File: config.mk
export PLATFORM = sky130hd
export DESIGN_NAME = serial_ctrl_alu
export DESIGN_NICKNAME = d
export VERILOG_FILES = /design/src/rtl/traffic_alu_pkg.sv /design/src/rtl/ctrl_fa_slice.sv /design/src/rtl/serial_ctrl_alu.sv
export SDC_FILE = /design/constraint.sdc
export NUM_CORES = 1
export LEC_CHECK = 0
export ABC_CLOCK_PERIOD_IN_PS = 1400
export CAP_MARGIN = 10
export CORE_AREA = 2 2 76 78
export CTS_CLUSTER_DIAMETER = 60
export DETAILED_ROUTE_END_ITERATION = 12
export DIE_AREA = 0 0 78 80
export GPL_TIMING_DRIVEN = 0
export HOLD_SLACK_MARGIN = 0.1
export SYNTH_ARGS = -nofsm -noshare
export SYNTH_HDL_FRONTEND = slang
export SYNTH_SLANG_ARGS = --single-unit
File: constraint.sdc
create_clock -name clk -period 1.4 [get_ports clk]
set_input_delay 0.35 -clock clk [delete_from_list [all_inputs] [get_ports clk]]
set_output_delay 0.35 -clock clk [all_outputs]
set_load 0.03 [all_outputs]
File: src/rtl/traffic_alu_pkg.sv
// Shared constants for the traffic-controller serial ALU: b-operand control
// encodings, FSM state encodings and the bit-counter width helper.
package traffic_alu_pkg;

    // b-operand control for the adder slice
    localparam logic [1:0] OP_ZERO = 2'b00;
    localparam logic [1:0] OP_B    = 2'b01;
    localparam logic [1:0] OP_NB   = 2'b10;
    localparam logic [1:0] OP_ONES = 2'b11;

    // Sequencer states (fixed legacy encoding)
    localparam logic [1:0] ST_IDLE  = 2'd0;
    localparam logic [1:0] ST_SHIFT = 2'd1;
    localparam logic [1:0] ST_DONE  = 2'd2;

    // Bit-counter width: max(1, clog2(w))
    function automatic int unsigned cnt_width(input int unsigned w);
        return ($clog2(w) < 1) ? 1 : $clog2(w);
    endfunction

endpackage

File: src/rtl/ctrl_fa_slice.sv
// Controlled full-adder slice: selects the effective b bit from op, then
// adds it to a and the incoming carry. Purely combinational.
module ctrl_fa_slice
    import traffic_alu_pkg::*;
(
    input  logic       a,
    input  logic       b,
    input  logic       cin,
    input  logic [1:0] op,
    output logic       sum,
    output logic       cout
);

    logic b1;

    // Effective b operand: zero, b, ~b or one
    always_comb begin
        b1 = 1'b0;
        case (op)
            OP_ZERO: b1 = 1'b0;
            OP_B:    b1 = b;
            OP_NB:   b1 = ~b;
            OP_ONES: b1 = 1'b1;
            default: b1 = 1'b0;
        endcase
    end

    assign sum  = a ^ b1 ^ cin;
    assign cout = (a & b1) | (cin & (a ^ b1));

endmodule

File: src/rtl/serial_ctrl_alu.sv
// Bit-serial controlled adder: one ctrl_fa_slice is reused over WIDTH cycles
// to compute y = a + B' + cin, with B' chosen by op.
// Optional feature macro: SERIAL_ALU_FLAGS_EN enables the zero/ovf flags;
// without it both flags are tied low and their logic is absent.
module serial_ctrl_alu
    import traffic_alu_pkg::*;
#(
    parameter int unsigned WIDTH = 8
) (
    input  logic             clk,
    input  logic             rst_n,
    input  logic             start,
    input  logic [1:0]       op,
    input  logic             cin,
    input  logic [WIDTH-1:0] a,
    input  logic [WIDTH-1:0] b,
    output logic             busy,
    output logic             done,
    output logic [WIDTH-1:0] y,
    output logic             cout,
    output logic             zero,
    output logic             ovf
);

    localparam int unsigned     CW   = cnt_width(WIDTH);
    localparam logic [CW-1:0]   LAST = CW'(WIDTH - 1);

    logic [1:0]       state;
    logic [CW-1:0]    cnt;
    logic [WIDTH-1:0] a_sr;
    logic [WIDTH-1:0] b_sr;
    logic [WIDTH-1:0] acc;
    logic [WIDTH-1:0] acc_nxt;
    logic [1:0]       op_q;
    logic             carry;
    logic             s_bit;
    logic             c_bit;
    logic             last_bit;
    logic             accept;

    ctrl_fa_slice u_slice (
        .a    (a_sr[0]),
        .b    (b_sr[0]),
        .cin  (carry),
        .op   (op_q),
        .sum  (s_bit),
        .cout (c_bit)
    );

    // Accumulator after shifting the current sum bit into the MSB
    always_comb begin
        acc_nxt            = acc >> 1;
        acc_nxt[WIDTH-1]   = s_bit;
    end

    assign last_bit = (state == ST_SHIFT) && (cnt == LAST);
    // DONE also samples start so back-to-back operations run every WIDTH+1 cycles
    assign accept   = start && ((state == ST_IDLE) || (state == ST_DONE));
    assign busy     = (state != ST_IDLE);

    // Sequencer, operand shift registers, carry flop and result registers
    always_ff @(posedge clk or negedge rst_n) begin
        if (!rst_n) begin
            state <= ST_IDLE;
            cnt   <= '0;
            a_sr  <= '0;
            b_sr  <= '0;
            acc   <= '0;
            op_q  <= '0;
            carry <= 1'b0;
            y     <= '0;
            cout  <= 1'b0;
            done  <= 1'b0;
        end else begin
            done <= 1'b0;
            case (state)
                ST_IDLE, ST_DONE: begin
                    if (accept) begin
                        a_sr  <= a;
                        b_sr  <= b;
                        op_q  <= op;
                        carry <= cin;
                        cnt   <= '0;
                        acc   <= '0;
                        state <= ST_SHIFT;
                    end else begin
                        state <= ST_IDLE;
                    end
                end
                ST_SHIFT: begin
                    a_sr  <= a_sr >> 1;
                    b_sr  <= b_sr >> 1;
                    carry <= c_bit;
                    acc   <= acc_nxt;
                    cnt   <= cnt + CW'(1);
                    if (last_bit) begin
                        y     <= acc_nxt;
                        cout  <= c_bit;
                        done  <= 1'b1;
                        state <= ST_DONE;
                    end
                end
                default: state <= ST_IDLE;
            endcase
        end
    end

`ifdef SERIAL_ALU_FLAGS_EN
    // Flags captured on the final-bit edge; carry still holds c[WIDTH-1] there
    always_ff @(posedge clk or negedge rst_n) begin
        if (!rst_n) begin
            zero <= 1'b0;
            ovf  <= 1'b0;
        end else if (last_bit) begin
            zero <= (acc_nxt == '0);
            ovf  <= c_bit ^ carry;
        end
    end
`else
    assign zero = 1'b0;
    assign ovf  = 1'b0;
`endif

endmodule

Yosys cells after proc, flatten, opt, wreduce, memory -nomap -nowiden. Cells that the tools add are included.

Logic and storage cells: 52. Bits of input ports: 22. Output and inout port bits: 13. Flip-flop bits (word level): 42.

Eq/ne operators: 8. Bitwise gates (word level): 6. Reductions and logical operators: 11. Add/sub/neg operators: 1. Multiplexer cells: 16.

Operators with widths (count): $pmux W8 S2 (3); $mux W8 (3); $eq A2 B2 Y1 const B (3); $pmux W3 S2 (1); $reduce_and A2 Y1 (3); $eq A2 B1 Y1 const B (2); $logic_not A2 Y1 (2); $mux W1 (4); $ne A2 B2 Y1 const B (2); $pmux W1 S4 (1); $pmux W2 S2 (1); $reduce_bool A2 Y1 (2); $add A3 B1 Y3 const B (1); $eq A3 B3 Y1 const B (1); $mux W3 (1); $and A1 B1 Y1 (2); $logic_and A1 B1 Y1 (2); $mux W2 (1); $pmux W1 S2 (1); $reduce_or A2 Y1 (1); $xor A1 B1 Y1 (2); $logic_or A1 B1 Y1 (1); $not A1 Y1 (1); $or A1 B1 Y1 (1).

Depth between registers and ports, before layout. Gate-level depths: netlist of run 1.

Depth after elaboration: 6. Depth in mapped cells: 5. Mapped depth without buffers: 4.

Cells and area by module. Synthesis of run 1 repeated with hierarchy kept, for this count alone.

Cells, all modules: 149. Area, all modules: 1891.8 µm².

By module, submodules not included: serial_ctrl_alu (area each 1856.8 µm², instances 1, cells an instance 147); ctrl_fa_slice (area each 35.0 µm², instances 1, cells an instance 2).

Worst setup path before layout of run 1. OpenSTA, ideal clock, no wires.

Kind: register -> register. Start point: register b_sr[0]. End point: register y[7]. Cell stages (with the launch flop): 4. Library setup time: 0.125 ns. Data required time: 1.275 ns. Path buffers: 0. Setup slack: -0.107 ns. Arrival: 1.382 ns. Path through: dfrtp_1 > mux2_2 > fa_1 > mux2_4.

Word-level cells in the longest chain between the ends: 4.

Ends and longest elaborated chain: from (decl) (RTL line serial_ctrl_alu.sv:31) `logic [WIDTH-1:0] b_sr;`; from (signal assigned) (RTL line serial_ctrl_alu.sv:92) `b_sr <= b_sr >> 1;`; $not A1 Y1 (RTL line ctrl_fa_slice.sv:22) `OP_NB: b1 = ~b;`; $pmux W1 S4 (*) (RTL line ctrl_fa_slice.sv:19) `case (op)`; $xor A1 B1 Y1 (*) (2 in series) (RTL line ctrl_fa_slice.sv:28) `assign sum = a ^ b1 ^ cin;`; via s_bit (RTL line serial_ctrl_alu.sv:36) `logic s_bit;`; to (signal assigned) (RTL line serial_ctrl_alu.sv:97) `y <= acc_nxt;`; to (decl) (RTL line serial_ctrl_alu.sv:19) `output logic [WIDTH-1:0] y,`.

Mark *: on every way through the listed nets, which the timed path passes. The rest lies on a longest branch. A chain may end at the register's enable or synchronous reset.

Worst setup path in the final report of run 1.
Start point: register state[1]. End point: output busy.

Word-level cells in the longest chain between the ends: 1.

Ends and longest elaborated chain: from (decl) (RTL line serial_ctrl_alu.sv:28) `logic [1:0] state;`; from (signal assigned) (RTL line serial_ctrl_alu.sv:64) `state <= ST_IDLE;`; from (signal assigned) (RTL line serial_ctrl_alu.sv:85) `state <= ST_SHIFT;`; from (signal assigned) (RTL line serial_ctrl_alu.sv:87) `state <= ST_IDLE;`; $reduce_bool A2 Y1 (RTL line serial_ctrl_alu.sv:59) `assign busy = (state != ST_IDLE);`; to (decl) (RTL line serial_ctrl_alu.sv:17) `output logic busy,`.

Every way passes these cells.

==> metrics.txt, run 1 <==
period utilization 111%; DIE WIDTH 78 um; htree depth 2; YS warnings 0; Worst R2R Start b_sr[0]; worst setup path category reg -> out; Adder-Cell Fraction of Synth Area 2.47%; Setup Skew between 2 and 3 ps; fin cells 280; Sequential Power Share 36.5%; number of global-route vias before repair around 1300; #FFs+latches synth 41; routed vias 1352; Ports 35; Power, Total ~5.8 mW; Data arrival, critical path 1210 ps; Compound-Gate Fraction of Synth Area 12.7%; Final Hold Viols 0; Place WS -448 ps; fillers 520; Worst Setup End Kind output pin; number of antenna-violating nets in the routed design 0; status complete, but fails checks; R2R setup slack -140 ps; finished layout cell area 0.00258 mm^2; fmax between 600 and 700 MHz; total routed wirelength slightly below 4 mm; drt first pass iters 4; Cell Area, Synth ~0.0018 mm^2; synth unique cells 30; DR WL/cell 13.9 um; Layout area overhead 41.4%; CP Launch Point state[1]; Max VDD drop 0.684 mV; maximum fanout along the worst path 6; worst r2r dst y[7]; initial antenna violation count 0; GRT Resource Usage Total 13.9%; Final Wtd Congestion 0.751; Initial Util between 30% and 40%; Synth Instances 152; placed cell area 0.00226 mm^2; post-synthesis mux area share 12.9%; number of flops mapped to enable cells by yosys 0; final net count 232; Commonest cells post-synth 41 x dfrtp_1, 11 x a22o_1, 10 x nor2_1, 9 x nor3_1, 9 x o22ai_1; CTS sink cnt 41; Yosys top cell by area dfrtp_1; final setup fails 6; Gate power share 46.4%; CTS Buf Count 5; dpl hpwl approximately 2.5 mm; worst reg2reg path depth 3; Post-synth top flop dfrtp_1; # rows 27; final worst slack -160 ps; Pwr Density 2230 mW/mm^2; die height ~80 um; die area 0.00624 mm^2; largest family of logic cells by synthesized area multiplexers; core box area 0.00541 mm^2; initial DRC count about 70; ranking of synthesized cells by area dfrtp_1 56%, mux2_4 6.6%, a22o_1 5.3%, mux2i_1 3.3%, mux2_2 3.1%; total negative setup slack -657 ps; Clk Tree Root Cell clkbuf_8; RSZ-0062 raised after global routing yes; CTS tree yes; Pins Over Slew Limit 0; Clk pwr share 17.1%; routed vias/inst 4.83; min cycle time layout 1560 ps; Pint 3.72 mW; CP Data Required Time 1050 ps; ys async rst share 100%; total of max-cap violations 0; Avg Cell Area, Syn 12.0 um^2; Inst Count DP 258; Hold WC Path Type in -> async; n_diodes 0; final global-route overflow total 0; global-route wire length before repair 6.59 mm; worst-case clock buffer depth 2; most frequent cell after synthesis dfrtp_1; Buffers on Ports 32; xor/xnor share of the synthesized area less than 1%; Post-Synth Simple-Gate Area 10.8%; sequential element share of the synthesized area 56.2%; Clock Pin Slew Worst Setup and Hold Paths ~80 ps; sw power 2.04 mW; crit path to busy; Remaining DRCs 0; violated checks setup timing; sw frac 35.4%; CP Launch Type register; Static Leak approximately 1.2 nW; clock latency on the worst-skew pair 290 ps; post-synth top area share 56.2%; largest net degree at the start of global routing 35; share of cells above drive strength 1 34.1%
[routing by layer]
metal | share of wire, % | GRT usage [%] | vias up
met2 | 48 | 21.2 | 28
li1 | - | - | 643
met3 | 4.0 | 4.41 | 4
met5 | 0 | 0 | -
met4 | 1.5 | 5.96 | 0
met1 | 46 | 18.1 | 677
[power by group through the flow]
| stage | sequential [mW] | clock [mW] | combinational [mW] |
|---|---|---|---|
| after floorplan | 2.26 | 0 | 1.45 |
| after CTS | 2.10 | 1.01 | 2.54 |
| final | 2.10 | 0.986 | 2.67 |
| after global routing | 2.19 | 1.07 | 2.95 |
| after global placement | 2.09 | 0 | 2.30 |
| after detailed placement | 2.11 | 0 | 2.35 |
[state kept, by name, indices dropped and copies added (netlist names)]
register / count
a_sr: 8
acc: 7
b_sr: 8
carry: 1
cnt: 3
cout: 1
done: 1
op_q: 2
state: 2
y: 8
[kinds of logic (layout without fill, tap and decap cells)]
family | after synthesis | count (layout)
AOI/OAI and AO/OA | 33 | 33
xor gates and xnor gates | 1 | 1
adders and majority gates | 3 | 3
buffers and inverters | 14 | 69
DFF | 41 | 41
muxes | 19 | 19
other | 1 | 2
and+or+nand+nor | 40 | 40
[cells in the final DEF (no fill, tap or decap), drive strengths merged, types with 5 or more instances in the layout]
master	count
clkbuf	18
o22ai	9
buf	25
mux2i	6
mux2	13
nor2	11
a211oi	5
dfrtp	41
nor2b	7
nand2	8
nor3	9
a22o	11
clkdlybuf4s50	20
a21oi	5
[cell type report]
| type | instances | area, um^2 | share of cell area, % |
|---|---|---|---|
| Clock buffer | 7 | 86.3 | 3.34 |
| Inverter | 2 | 7.51 | 0.291 |
| Tap cell | 72 | 90.1 | 3.49 |
| Multi-Input combinational cell | 98 | 803 | 31.1 |
| Timing Repair Buffer | 47 | 427 | 16.5 |
| Sequential cell | 41 | 1030 | 39.7 |
| Buffer | 12 | 113 | 4.36 |
| Clock inverter | 1 | 30.0 | 1.16 |
[through the flow]
| step | utilization, % | hold slack, ps |
|---|---|---|
| 2_1_floorplan | - | 54.4 |
| 3_3_place_gp | 41.6 | 458 |
| 3_5_place_dp | 41.8 | 209 |
| 4_1_cts | 46.5 | 429 |
| 5_1_grt | 47.8 | 433 |
| 6_report | 47.8 | 430 |
[how the worst min path moves through the flow]
stage / slack, ps / endpoint
after floorplan: 50 / a_sr[0]
after global placement: 460 / op_q[0]
after detailed placement: 210 / done
after CTS: 430 / y[3]
after global routing: 430 / done
final: 430 / y[3]
[worst max-delay path, stage by stage (launching register included)]
cell and delay (ps):
dfrtp_1 400, buf_6 140, or2_4 240, buf_6 140
[repair_timing]
action / in CTS / in global routing
gates cloned: 1 / 0
gates resized for setup: 37 / 31
hold buffers: 1 / 0
pin swaps: 1 / 2
endpoints found under the hold margin: 7 / 0
setup endpoints to repair: 30 / 48
setup buffers: 6 / 6
Power figures use the tool's default switching activity.
==> inputs of run 2 (changes only) <==
SETUP_SLACK_MARGIN = 0.2   (was not set)
==> metrics.txt, run 2 (synthesized netlist as in run 1, its figures left out) <==
Pint 4.50 mW (+21%); period utilization 112% (+0.20 points); Worst R2R Start b_sr[0]; worst r2r dst y[7]; Final Wtd Congestion 0.750 (-0.12%); final setup fails 27 (+21); CTS Buf Count 5 (unchanged); commonest non-fill, non-tap cell in the layout dfrtp_1; core box area 0.00541 mm^2 (unchanged); Gate power share 54.7% (+8.3 points); CP Launch Point state[0]; total of max-cap violations 0 (unchanged); Clock Pin Slew Worst Setup and Hold Paths 80 ps (about the same); status complete, but fails checks; # rows 27 (unchanged); routed vias 1447 (+7.0%); total routed wirelength 4.58 mm (+18%); Setup Skew 5.31 ps (+2.47 ps); sw power 2.44 mW (+20%); drt first pass iters 4 (unchanged); Max VDD drop 0.948 mV (+39%); number of antenna-violating nets in the routed design 0 (unchanged); initial DRC count 64 (-9.9%); Buffers on Ports 32 (unchanged); Initial Util 33.8% (unchanged); Ports 35 (unchanged); CTS sink cnt 41 (unchanged); dpl hpwl 2.60 mm (+2.7%); number of global-route vias before repair 1492 (+12%); routed vias/inst 4.79 (-0.77%); die height 80 um (unchanged); Data arrival, critical path 1210 ps (about the same); fillers 466 (-10%); fmax 640 MHz (-0.18%); initial antenna violation count 0 (unchanged); largest net degree at the start of global routing 23 (-34%); Remaining DRCs 0 (unchanged); share of cells above drive strength 1 47.4% (+13 points); htree depth 2 (unchanged); Sequential Power Share 31.3% (-5.2 points); worst setup path category reg -> out; final net count 254 (+9.5%); n_diodes 0 (unchanged); RSZ-0062 raised after global routing yes; most frequent cells in the layout 41 x dfrtp_1, 25 x buf_6, 20 x buf_4, 19 x clkdlybuf4s50_1, 13 x mux2_4; hold path depth 2; total negative setup slack -2060 ps (-1400 ps); CTS tree yes; Clk Tree Root Cell clkbuf_8; measured slew at the worst slew-check pin 537 ps; final worst slack -163 ps (-2.85 ps); top flop regs a_sr: 8 flops, b_sr: 8 flops, y: 8 flops; Pwr Density 2290 mW/mm^2 (+2.8%); maximum fanout along the worst path 2 (-4); CP Launch Type register; global-route wire length before repair 7.34 mm (+11%); crit path to busy; violated checks setup timing; Power, Total 6.94 mW (+21%); worst-case clock buffer depth 2 (unchanged); relative slew slack 64.2%; final global-route overflow total 0 (unchanged); Worst Setup End Kind output pin; Final Hold Viols 0 (unchanged); DIE WIDTH 78 um (unchanged); die area 0.00624 mm^2 (unchanged); worst reg2reg path depth 3 (unchanged); min cycle time layout 1560 ps (+2.85 ps); DR WL/cell 15.2 um (+9.0%); clock latency on the worst-skew pair 300 ps (about the same); Clk pwr share 14.0% (-3.1 points); Pins Over Slew Limit 0 (unchanged); R2R setup slack -160 ps (-20 ps); CP Data Required Time 1050 ps (about the same); sw frac 35.2% (-0.25 points); Min-Delay Startpoint op_q[1]; Static Leak 1.39 nW (+16%); Hold WC Path Type reg -> reg; Layout area overhead 65.8%; GRT Resource Usage Total 15.3% (+1.4 points)
## run 2: how the worst min path moves through the flow
stage                    to  slack (ps)
global route        op_q[0]         520
finish              op_q[1]         480
global placement    op_q[0]         450
detailed placement     cout         360
CTS                 op_q[0]         490
floorplan           a_sr[0]          50
## run 2: through the flow
| step | utilization (%) | std cells | hold WS, ps | setup slack, ps | instance area (um^2) |
|---|---|---|---|---|---|
| after floorplan | - | 153 | 54.4 | -77.1 | 1860 |
| after global placement | 42.0 | 257 | 454 | -1070 | 2270 |
| after detailed placement | 42.5 | 258 | 358 | -369 | 2290 |
| after CTS | 53.5 | 297 | 492 | -164 | 2890 |
| after global routing | 56.0 | 302 | 518 | -205 | 3030 |
| final | 56.0 | 302 | 484 | -163 | 3030 |
## run 2: area by class of cell
type | instances | area [um^2] | area share (%)
multi-input combinational | 98 | 903 | 29.8
sequential | 41 | 1030 | 33.9
buffer | 12 | 133 | 4.38
tap | 72 | 90.1 | 2.97
clock inverter | 3 | 46.3 | 1.53
clock buffer | 5 | 68.8 | 2.27
inverter | 2 | 7.51 | 0.248
timing repair buffer | 69 | 754 | 24.9
## run 2: power by group through the flow
stage | clock network (mW) | logic, mW | registers, mW
2_1_floorplan | 0 | 1.50 | 2.27
3_3_place_gp | 0 | 2.35 | 2.11
3_5_place_dp | 0 | 2.40 | 2.13
4_1_cts | 0.980 | 3.50 | 2.14
5_1_grt | 1.04 | 4.07 | 2.25
6_report | 0.970 | 3.80 | 2.17
## run 2: worst max-delay path, stage by stage, from the launching register on
cell and delay (ps):
dfrtp_1 410, buf_6 140, or2_4 240, buf_6 140
## run 2: what timing repair did
action                                  4_1_cts  5_1_grt
endpoints found under the setup margin       50       50
resized for setup                           126       24
hold buffers                                  1        0
pin swaps                                     8       17
buffers inserted                             26        5
endpoints found under the hold margin        21        0
gates cloned                                  4        0
## run 2: metal layers
| layer | part of all wire, % | vias up | global-route usage (%) |
|---|---|---|---|
| met2 | 50 | 36 | 26.2 |
| met3 | 3.7 | 9 | 3.28 |
| met5 | 0 | - | 0 |
| li1 | - | 691 | - |
| met1 | 44 | 711 | 18.8 |
| met4 | 2.3 | 0 | 5.79 |
